<file path="src/rtl/hilo_muldiv_unit_pkg.sv">
// Shared types and constants for the HI/LO register pair and its multiply/divide engine.
package hilo_muldiv_unit_pkg;

    typedef enum logic [2:0] {
        MTHI,
        MTLO,
        MULT,
        MULTU,
        DIV,
        DIVU
    } hilo_op_t;

    // State names carry a prefix so they cannot collide with the DIV opcode.
    typedef enum logic [1:0] {
        ST_IDLE,
        ST_MUL,
        ST_DIV
    } hilo_state_t;

    // Divide by zero fills LO with this bit; signed overflow fills HI with this bit.
    localparam logic DIV0_QUO_FILL = 1'b1;
    localparam logic OVF_REM_FILL  = 1'b0;

endpackage

</file>
<file path="src/rtl/hilo_muldiv_unit_if.sv">
// Request/result bundle between the execute stage (master) and the HI/LO unit (slave).
interface hilo_muldiv_unit_if #(
    parameter int DATA_WIDTH = 32
);
    import hilo_muldiv_unit_pkg::*;

    logic                  req_valid;
    hilo_op_t              req_op;
    logic [DATA_WIDTH-1:0] req_a;
    logic [DATA_WIDTH-1:0] req_b;
    logic                  req_ready;
    logic                  flush;
    logic                  busy;
    logic                  done;
    logic [DATA_WIDTH-1:0] hi;
    logic [DATA_WIDTH-1:0] lo;

    modport master (
        output req_valid, req_op, req_a, req_b, flush,
        input  req_ready, busy, done, hi, lo
    );

    modport slave (
        input  req_valid, req_op, req_a, req_b, flush,
        output req_ready, busy, done, hi, lo
    );

endinterface

</file>
<file path="src/rtl/hilo_muldiv_unit_iter_divider.sv">
// Radix-2 restoring divider: one quotient bit per clock on operand magnitudes, sign fixup on the last step.
module hilo_muldiv_unit_iter_divider #(
    parameter int DATA_WIDTH = 32
) (
    input  logic                  clk,
    input  logic                  resetn,
    input  logic                  start,
    input  logic                  abort,
    input  logic                  signed_op,
    input  logic [DATA_WIDTH-1:0] a,
    input  logic [DATA_WIDTH-1:0] b,
    output logic                  done,
    output logic [DATA_WIDTH-1:0] quotient,
    output logic [DATA_WIDTH-1:0] remainder
);
    import hilo_muldiv_unit_pkg::*;

    localparam int CNT_W = $clog2(DATA_WIDTH + 1);
    localparam logic [DATA_WIDTH-1:0] MOST_NEG = {1'b1, {(DATA_WIDTH-1){1'b0}}};

    function automatic logic [DATA_WIDTH-1:0] magnitude(input logic [DATA_WIDTH-1:0] v,
                                                         input logic is_signed);
        return (is_signed && v[DATA_WIDTH-1]) ? (~v + 1'b1) : v;
    endfunction

    function automatic logic [DATA_WIDTH-1:0] sign_fix(input logic [DATA_WIDTH-1:0] v,
                                                        input logic neg);
        return neg ? (~v + 1'b1) : v;
    endfunction

    logic [CNT_W-1:0]      cnt_q;
    logic [DATA_WIDTH-1:0] rem_q, quo_q, dsr_q, a_q;
    logic                  neg_quo_q, neg_rem_q, div0_q, ovf_q;
    logic [DATA_WIDTH:0]   rem_sh, trial;
    logic [DATA_WIDTH-1:0] rem_nx, quo_nx;

    // Iteration step: shift in the next dividend bit, keep the trial difference if non-negative.
    always_comb begin
        rem_sh = {rem_q, quo_q[DATA_WIDTH-1]};
        trial  = rem_sh - {1'b0, dsr_q};
        if (trial[DATA_WIDTH]) begin
            rem_nx = rem_sh[DATA_WIDTH-1:0];
            quo_nx = {quo_q[DATA_WIDTH-2:0], 1'b0};
        end else begin
            rem_nx = trial[DATA_WIDTH-1:0];
            quo_nx = {quo_q[DATA_WIDTH-2:0], 1'b1};
        end
    end

    always_ff @(posedge clk or negedge resetn) begin
        if (!resetn)
            cnt_q <= '0;
        else if (abort)
            cnt_q <= '0;
        else if (start)
            cnt_q <= CNT_W'(DATA_WIDTH);
        else if (cnt_q != '0)
            cnt_q <= cnt_q - 1'b1;
    end

    always_ff @(posedge clk) begin
        if (start) begin
            rem_q     <= '0;
            quo_q     <= magnitude(a, signed_op);
            dsr_q     <= magnitude(b, signed_op);
            a_q       <= a;
            neg_quo_q <= signed_op && (a[DATA_WIDTH-1] ^ b[DATA_WIDTH-1]);
            neg_rem_q <= signed_op && a[DATA_WIDTH-1];
            div0_q    <= (b == '0);
            ovf_q     <= signed_op && (a == MOST_NEG) && (b == '1);
        end else if (cnt_q != '0) begin
            rem_q <= rem_nx;
            quo_q <= quo_nx;
        end
    end

    assign done = (cnt_q == CNT_W'(1)) && !abort;

    always_comb begin
        if (div0_q) begin
            quotient  = {DATA_WIDTH{DIV0_QUO_FILL}};
            remainder = a_q;
        end else if (ovf_q) begin
            quotient  = a_q;
            remainder = {DATA_WIDTH{OVF_REM_FILL}};
        end else begin
            quotient  = sign_fix(quo_nx, neg_quo_q);
            remainder = sign_fix(rem_nx, neg_rem_q);
        end
    end

endmodule

</file>
<file path="src/rtl/hilo_muldiv_unit.sv">
// Architectural HI/LO pair with MTHI/MTLO writes and multi-cycle MULT/MULTU/DIV/DIVU engine.
module hilo_muldiv_unit #(
    parameter int DATA_WIDTH  = 32,
    parameter int MUL_LATENCY = 3
) (
    input logic                clk,
    input logic                resetn,
    hilo_muldiv_unit_if.slave  bus
);
    import hilo_muldiv_unit_pkg::*;

    localparam int MCNT_W = 4;

    hilo_state_t             state_q, state_d;
    logic [DATA_WIDTH-1:0]   hi_q, lo_q, hi_d, lo_d;
    logic                    done_q, wr_res;
    logic                    accept, mul_start, div_start, mul_signed, div_signed;
    logic [MCNT_W-1:0]       mul_cnt_q;
    logic [2*DATA_WIDTH-1:0] product_q;
    logic signed [2*DATA_WIDTH-1:0] mul_a_ext, mul_b_ext, product_now;
    logic                    div_done;
    logic [DATA_WIDTH-1:0]   div_quo, div_rem;

    assign accept     = bus.req_valid && bus.req_ready && !bus.flush;
    assign mul_signed = (bus.req_op == MULT);
    assign div_signed = (bus.req_op == DIV);

    // Extending both operands to 2W bits makes one signed multiply serve MULT and MULTU.
    assign mul_a_ext   = signed'({{DATA_WIDTH{mul_signed & bus.req_a[DATA_WIDTH-1]}}, bus.req_a});
    assign mul_b_ext   = signed'({{DATA_WIDTH{mul_signed & bus.req_b[DATA_WIDTH-1]}}, bus.req_b});
    assign product_now = mul_a_ext * mul_b_ext;

    always_comb begin
        state_d   = state_q;
        hi_d      = hi_q;
        lo_d      = lo_q;
        wr_res    = 1'b0;
        mul_start = 1'b0;
        div_start = 1'b0;
        case (state_q)
            ST_IDLE: begin
                if (accept) begin
                    case (bus.req_op)
                        MTHI: hi_d = bus.req_a;
                        MTLO: lo_d = bus.req_a;
                        MULT, MULTU: begin
                            if (MUL_LATENCY == 1) begin
                                {hi_d, lo_d} = product_now;
                                wr_res       = 1'b1;
                            end else begin
                                mul_start = 1'b1;
                                state_d   = ST_MUL;
                            end
                        end
                        DIV, DIVU: begin
                            div_start = 1'b1;
                            state_d   = ST_DIV;
                        end
                        default: ;
                    endcase
                end
            end
            ST_MUL: begin
                if (bus.flush) begin
                    state_d = ST_IDLE;
                end else if (mul_cnt_q == MCNT_W'(1)) begin
                    {hi_d, lo_d} = product_q;
                    wr_res       = 1'b1;
                    state_d      = ST_IDLE;
                end
            end
            ST_DIV: begin
                if (bus.flush) begin
                    state_d = ST_IDLE;
                end else if (div_done) begin
                    hi_d    = div_rem;
                    lo_d    = div_quo;
                    wr_res  = 1'b1;
                    state_d = ST_IDLE;
                end
            end
            default: state_d = ST_IDLE;
        endcase
    end

    always_ff @(posedge clk or negedge resetn) begin
        if (!resetn) begin
            state_q   <= ST_IDLE;
            hi_q      <= '0;
            lo_q      <= '0;
            done_q    <= 1'b0;
            mul_cnt_q <= '0;
        end else begin
            state_q <= state_d;
            hi_q    <= hi_d;
            lo_q    <= lo_d;
            done_q  <= wr_res;
            if (mul_start)
                mul_cnt_q <= MCNT_W'(MUL_LATENCY - 1);
            else if (state_q == ST_MUL && !bus.flush)
                mul_cnt_q <= mul_cnt_q - 1'b1;
            else
                mul_cnt_q <= '0;
        end
    end

    always_ff @(posedge clk) begin
        if (mul_start)
            product_q <= product_now;
    end

    hilo_muldiv_unit_iter_divider #(
        .DATA_WIDTH (DATA_WIDTH)
    ) u_iter_divider (
        .clk       (clk),
        .resetn    (resetn),
        .start     (div_start),
        .abort     (bus.flush && (state_q == ST_DIV)),
        .signed_op (div_signed),
        .a         (bus.req_a),
        .b         (bus.req_b),
        .done      (div_done),
        .quotient  (div_quo),
        .remainder (div_rem)
    );

    assign bus.req_ready = (state_q == ST_IDLE);
    assign bus.busy      = (state_q != ST_IDLE);
    assign bus.done      = done_q;
    assign bus.hi        = hi_q;
    assign bus.lo        = lo_q;

endmodule

</file>
<file path="src/flat_wrapper.sv">
// flat-port wrapper written by rule: the top's interface ports become plain ports
module hilo_muldiv_unit_flat import hilo_muldiv_unit_pkg::*;
#(
    parameter int DATA_WIDTH  = 32,
    parameter int MUL_LATENCY = 3
)
  (clk, resetn, bus_req_valid, bus_req_op, bus_req_a, bus_req_b, bus_flush, bus_req_ready, bus_busy, bus_done, bus_hi, bus_lo);
  hilo_muldiv_unit_if #(.DATA_WIDTH(DATA_WIDTH)) bus_i ();
  input logic clk;
  input logic resetn;
  input wire logic [$bits(bus_i.req_valid)-1:0] bus_req_valid;
  input wire logic [$bits(bus_i.req_op)-1:0] bus_req_op;
  input wire logic [$bits(bus_i.req_a)-1:0] bus_req_a;
  input wire logic [$bits(bus_i.req_b)-1:0] bus_req_b;
  input wire logic [$bits(bus_i.flush)-1:0] bus_flush;
  output wire logic [$bits(bus_i.req_ready)-1:0] bus_req_ready;
  output wire logic [$bits(bus_i.busy)-1:0] bus_busy;
  output wire logic [$bits(bus_i.done)-1:0] bus_done;
  output wire logic [$bits(bus_i.hi)-1:0] bus_hi;
  output wire logic [$bits(bus_i.lo)-1:0] bus_lo;
  assign bus_i.req_valid = bus_req_valid;
  assign bus_i.req_op = bus_req_op;
  assign bus_i.req_a = bus_req_a;
  assign bus_i.req_b = bus_req_b;
  assign bus_i.flush = bus_flush;
  assign bus_req_ready = bus_i.req_ready;
  assign bus_busy = bus_i.busy;
  assign bus_done = bus_i.done;
  assign bus_hi = bus_i.hi;
  assign bus_lo = bus_i.lo;
  hilo_muldiv_unit #(.DATA_WIDTH(DATA_WIDTH), .MUL_LATENCY(MUL_LATENCY)) u_core (.clk(clk), .resetn(resetn), .bus(bus_i));
endmodule
</file>
<file path="config.mk">
export PLATFORM = sky130hd
export DESIGN_NAME = hilo_muldiv_unit_flat
export DESIGN_NICKNAME = d
export VERILOG_FILES = /design/src/rtl/hilo_muldiv_unit_pkg.sv /design/src/rtl/hilo_muldiv_unit_if.sv /design/src/rtl/hilo_muldiv_unit_iter_divider.sv /design/src/rtl/hilo_muldiv_unit.sv /design/src/flat_wrapper.sv
export SDC_FILE = /design/constraint.sdc
export NUM_CORES = 2
export LEC_CHECK = 0
export CAP_MARGIN = 5
export CORE_MARGIN = 5
export CORE_UTILIZATION = 35
export CTS_BUF_LIST = sky130_fd_sc_hd__clkbuf_4
export DETAILED_ROUTE_END_ITERATION = 8
export PLACE_DENSITY = 0.56
export SLEW_MARGIN = 20
export SYNTH_ARGS = -nofsm -noshare
export SYNTH_HDL_FRONTEND = slang
export SYNTH_SLANG_ARGS = --single-unit
</file>
<file path="constraint.sdc">
create_clock -name clk -period 7.85 [get_ports clk]
set_input_delay 1.1775 -clock clk [delete_from_list [all_inputs] [get_ports clk]]
set_output_delay 1.1775 -clock clk [all_outputs]
set_load 0.05 [all_outputs]
</file>
==> parameters.txt <==
Parameter                              Value

Outcome
  Run status ... finished, violations left
  Violations in the final reports ... negative setup slack

Clock network
  Worst-skew pair later-pin latency ... 0.84 ns
  CTS buffer count ... 80
  Number of levels the H-tree was split into ... 3
  Clock tree root buffer cell ... clkbuf_4
  CTS tree ... yes
  Clk slew on worst S/H paths ... 0.06 ns
  Clock tree buffer depth ... 3
  Clock sink count ... 273

Synth
  Cell accounting for the most synthesized area ... fa_1
  Synthesized net count ... 7,454
  Number of synthesized register bits ... 273
  Average cell area after synthesis ... 9.07 sq um
  Top cells by area, synth ... fa_1 41%, edfxtp_1 9.1%, inv_1 8.1%, nand2_1 6.7%, ha_1 5.9%
  Share of the yosys chip area belonging to registers ... 13.8%
  Post-synth EDFFs ... 164
  Most used flip-flop cell after synthesis ... edfxtp_1
  Proportion of synthesized flip-flops having asynchronous set or reset ... 28.2%
  Fraction of post-synthesis cell area in the top cell type by area ... 41.4%
  Library cells used by synthesis ... 89
  Number of warning messages in the yosys log ... 0
  Area of the mapped netlist ... 54,400 sq um
  Post-synthesis cell count ... 5,999

Global routing
  Global-route wire length before repair ... 282,000 um
  Pin count of the biggest net entering global routing ... 163
  Vias in the first global route ... 45,900
  Antenna violations before repair ... 20
  Total congestion overflow after global routing ... 0
  GRT Total Usage ... 22.5%

STA
  Final slew viol count ... 0
  Unrepaired setup endpoints after global routing ... true
  Number of endpoints with negative hold slack in the final report ... 0
  Final critical-path share of the clock period ... 104%
  Final worst setup slack ... -0.284 ns
  Final setup fails ... 7
  Max frequency ... 0.123 GHz
  Transition time at the pin with the least slew margin ... 1.06 ns
  Clock Skews ... 0.0626 ns
  Final min period ... 8.13 ns
  Worst slew margin ... 29.4%

Detailed routing
  Detailed-router iteration count before antenna repair ... 6
  Number of DRC markers after the initial detailed-route iteration ... 3,446
  Vias/cell ... 5.13
  Post-route ant nets ... 0
  DRC ... 0
  Via Count ... 43,800
  Post-Route WL ... 186,000 um
  Wire length per cell ... 21.8 um

Worst setup path
  Standard cell with the maximum stage delay on the critical path ... fa_1
  Buf+Inv Stages, Crit Path ... 9
  Worst reg2reg path endpoint ... u_core.bus.lo[28]
  FF-to-FF path depth ... 20
  Critical path data required time ... 8.40 ns
  Start point of the critical path ... bus_req_op[2]
  Flop-to-flop setup slack ... 1.43 ns
  Crit path kind ... primary input to register
  Category of the worst setup path capture point ... register
  Worst R2R Start ... u_core.u_iter_divider.dsr_q[23]
  Data arrival, critical path ... 8.68 ns
  CP Launch Type ... primary input
  Most used cell, CP ... fa_1
  Peak per-stage delay on the critical path ... 0.56 ns
  Dominant delay contributor by cell family on the critical path ... adder cells
  Peak fanout along the critical path ... 4

Floorplan
  Floorplan Core Area ... 154,000 sq um
  Initial core utilization ... 35.3%
  Number of primary I/O pins ... 138
  Overall die width ... 404 um
  Die Y ... 404 um
  Number of cell rows ... 144
  Die area ... 163,000 sq um

Cells and area
  Share of layout cells above drive strength 1 ... 15.9%
  NumNets Final ... 7,872
  Syn-to-layout area delta ... 17.9%

Hold path
  Worst hold path class ... primary input to asynchronous set/reset pin

Placement
  Port Buffers ... 137
  Post-Place Worst Slack ... -1.62 ns
  Post-detailed-placement half-perimeter wirelength ... 152,000 um
  RePlAce Congestion ... 0.944

Job
  Number of max-cap violations ... 0
==> sequential cells by signal, summed over array words and instances (netlist names), 2 cells and up <==
name and flops:
u_core.product_q 64, u_core.u_iter_divider.a_q 32, u_core.u_iter_divider.cnt_q 6, u_core.mul_cnt_q 4
u_core.u_iter_divider.rem_q 32, u_core.bus.hi 32, u_core.u_iter_divider.quo_q 32, u_core.u_iter_divider.dsr_q 32
u_core.bus.lo 32, u_core.state_q 2
==> repair_timing <==
action,4_1_cts,5_1_grt
hold buffers,0,0
endpoints found under the setup margin,24,14
pin swaps,99,142
buffers inserted,21,23
gates cloned,3,7
resized for setup,187,137
==> cell type report <==
type                    instances  area, sq um
flip-flops and latches        273         7490
inverters                    1181         4440
clock buffers                 128          961
multi-input cells            4181        42000
well taps                    2044         2560
diodes                         14         35.0
clock inverters                18          130
repair buffers                700         6460
fillers                     15400        90100
==> cells in the mapped netlist (22+ instances only) <==
| cell | number |
|---|---|
| a211oi_1 | 37 |
| a21o_1 | 56 |
| a21oi_1 | 189 |
| a221oi_1 | 28 |
| and2_1 | 352 |
| and3_1 | 31 |
| buf_1 | 82 |
| clkbuf_1 | 270 |
| dfrtp_1 | 77 |
| dfxtp_1 | 32 |
| edfxtp_1 | 164 |
| fa_1 | 1126 |
| ha_1 | 258 |
| inv_1 | 1181 |
| nand2_1 | 976 |
| nand2b_1 | 23 |
| nand3_1 | 29 |
| nand4_1 | 22 |
| nor2_1 | 255 |
| nor3_1 | 51 |
| nor4_1 | 24 |
| o21ai_0 | 156 |
| o31ai_1 | 60 |
| or2_2 | 22 |
| xnor2_1 | 124 |
| xor2_1 | 91 |
==> layer usage <==
metal	vias to the layer above	routed length, um	GRT usage (%)
li1	19300	-	-
met2	1624	88000	37.4
met4	8	6820	6.69
met5	-	53	0
met3	283	13600	3.25
met1	22700	78100	30.7
==> stage by stage <==
stage | instance area (sq um) | TNS [ns] | utilization (%) | std cells | hold WS, ns
after floorplan | 55300 | -4.90 | - | 5999 | 0.453
after global placement | 61400 | -36.66 | 39.8 | 8328 | 0.461
after detailed placement | 61400 | -38.34 | 39.8 | 8328 | 0.467
after CTS | 63300 | -0.899 | 41.0 | 8496 | 0.0959
after global routing | 64100 | -2.89 | 41.6 | 8530 | 0.0834
final | 64100 | -1.53 | 41.6 | 8539 | 0.141
==> how the worst max path moves through the flow <==
stage,endpoint,slack [ns],depth (start not counted)
2_1_floorplan,u_core.product_q[61],-0.67,29
3_3_place_gp,u_core.product_q[61],-1.58,29
3_5_place_dp,u_core.product_q[62],-1.62,31
4_1_cts,u_core.product_q[61],-0.25,31
5_1_grt,u_core.product_q[62],-0.43,33
6_report,u_core.product_q[62],-0.28,33
==> cell usage in the layout (no fill, tap or decap), drive strengths merged, types with 31 or more instances in the layout <==
cell and n:
and2 354, dfxtp 32, a21oi 189, nand2 977, xnor2 124, inv 1180
and3 31, buf 614, ha 258, nor2 257, edfxtp 164, o21ai 160
dfrtp 77, fa 1126, clkbuf 140, nor3 51, xor2 91, o31ai 61
a211oi 38, clkdlybuf4s50 72, a21o 56
==> cell families (layout without fill, tap and decap cells) <==
kind of cell | Yosys count | after routing | synth area share, %
AND/OR/NAND/NOR | 1864 | 1864 | 15.8
buffers and inverters | 1545 | 2027 | 10.7
adder cells (fa/ha/maj) | 1384 | 1384 | 47.4
AO/OA/AOI/OAI | 693 | 693 | 8.40
flip-flops | 273 | 273 | 13.8
XOR/XNOR | 215 | 215 | 3.46
multiplexers | 25 | 25 | 0.478
other | 0 | 14 | 0
Power is left out: the tool's default activity adds up to more than one toggle a clock period on the data nets, which glitch-free logic cannot reach.
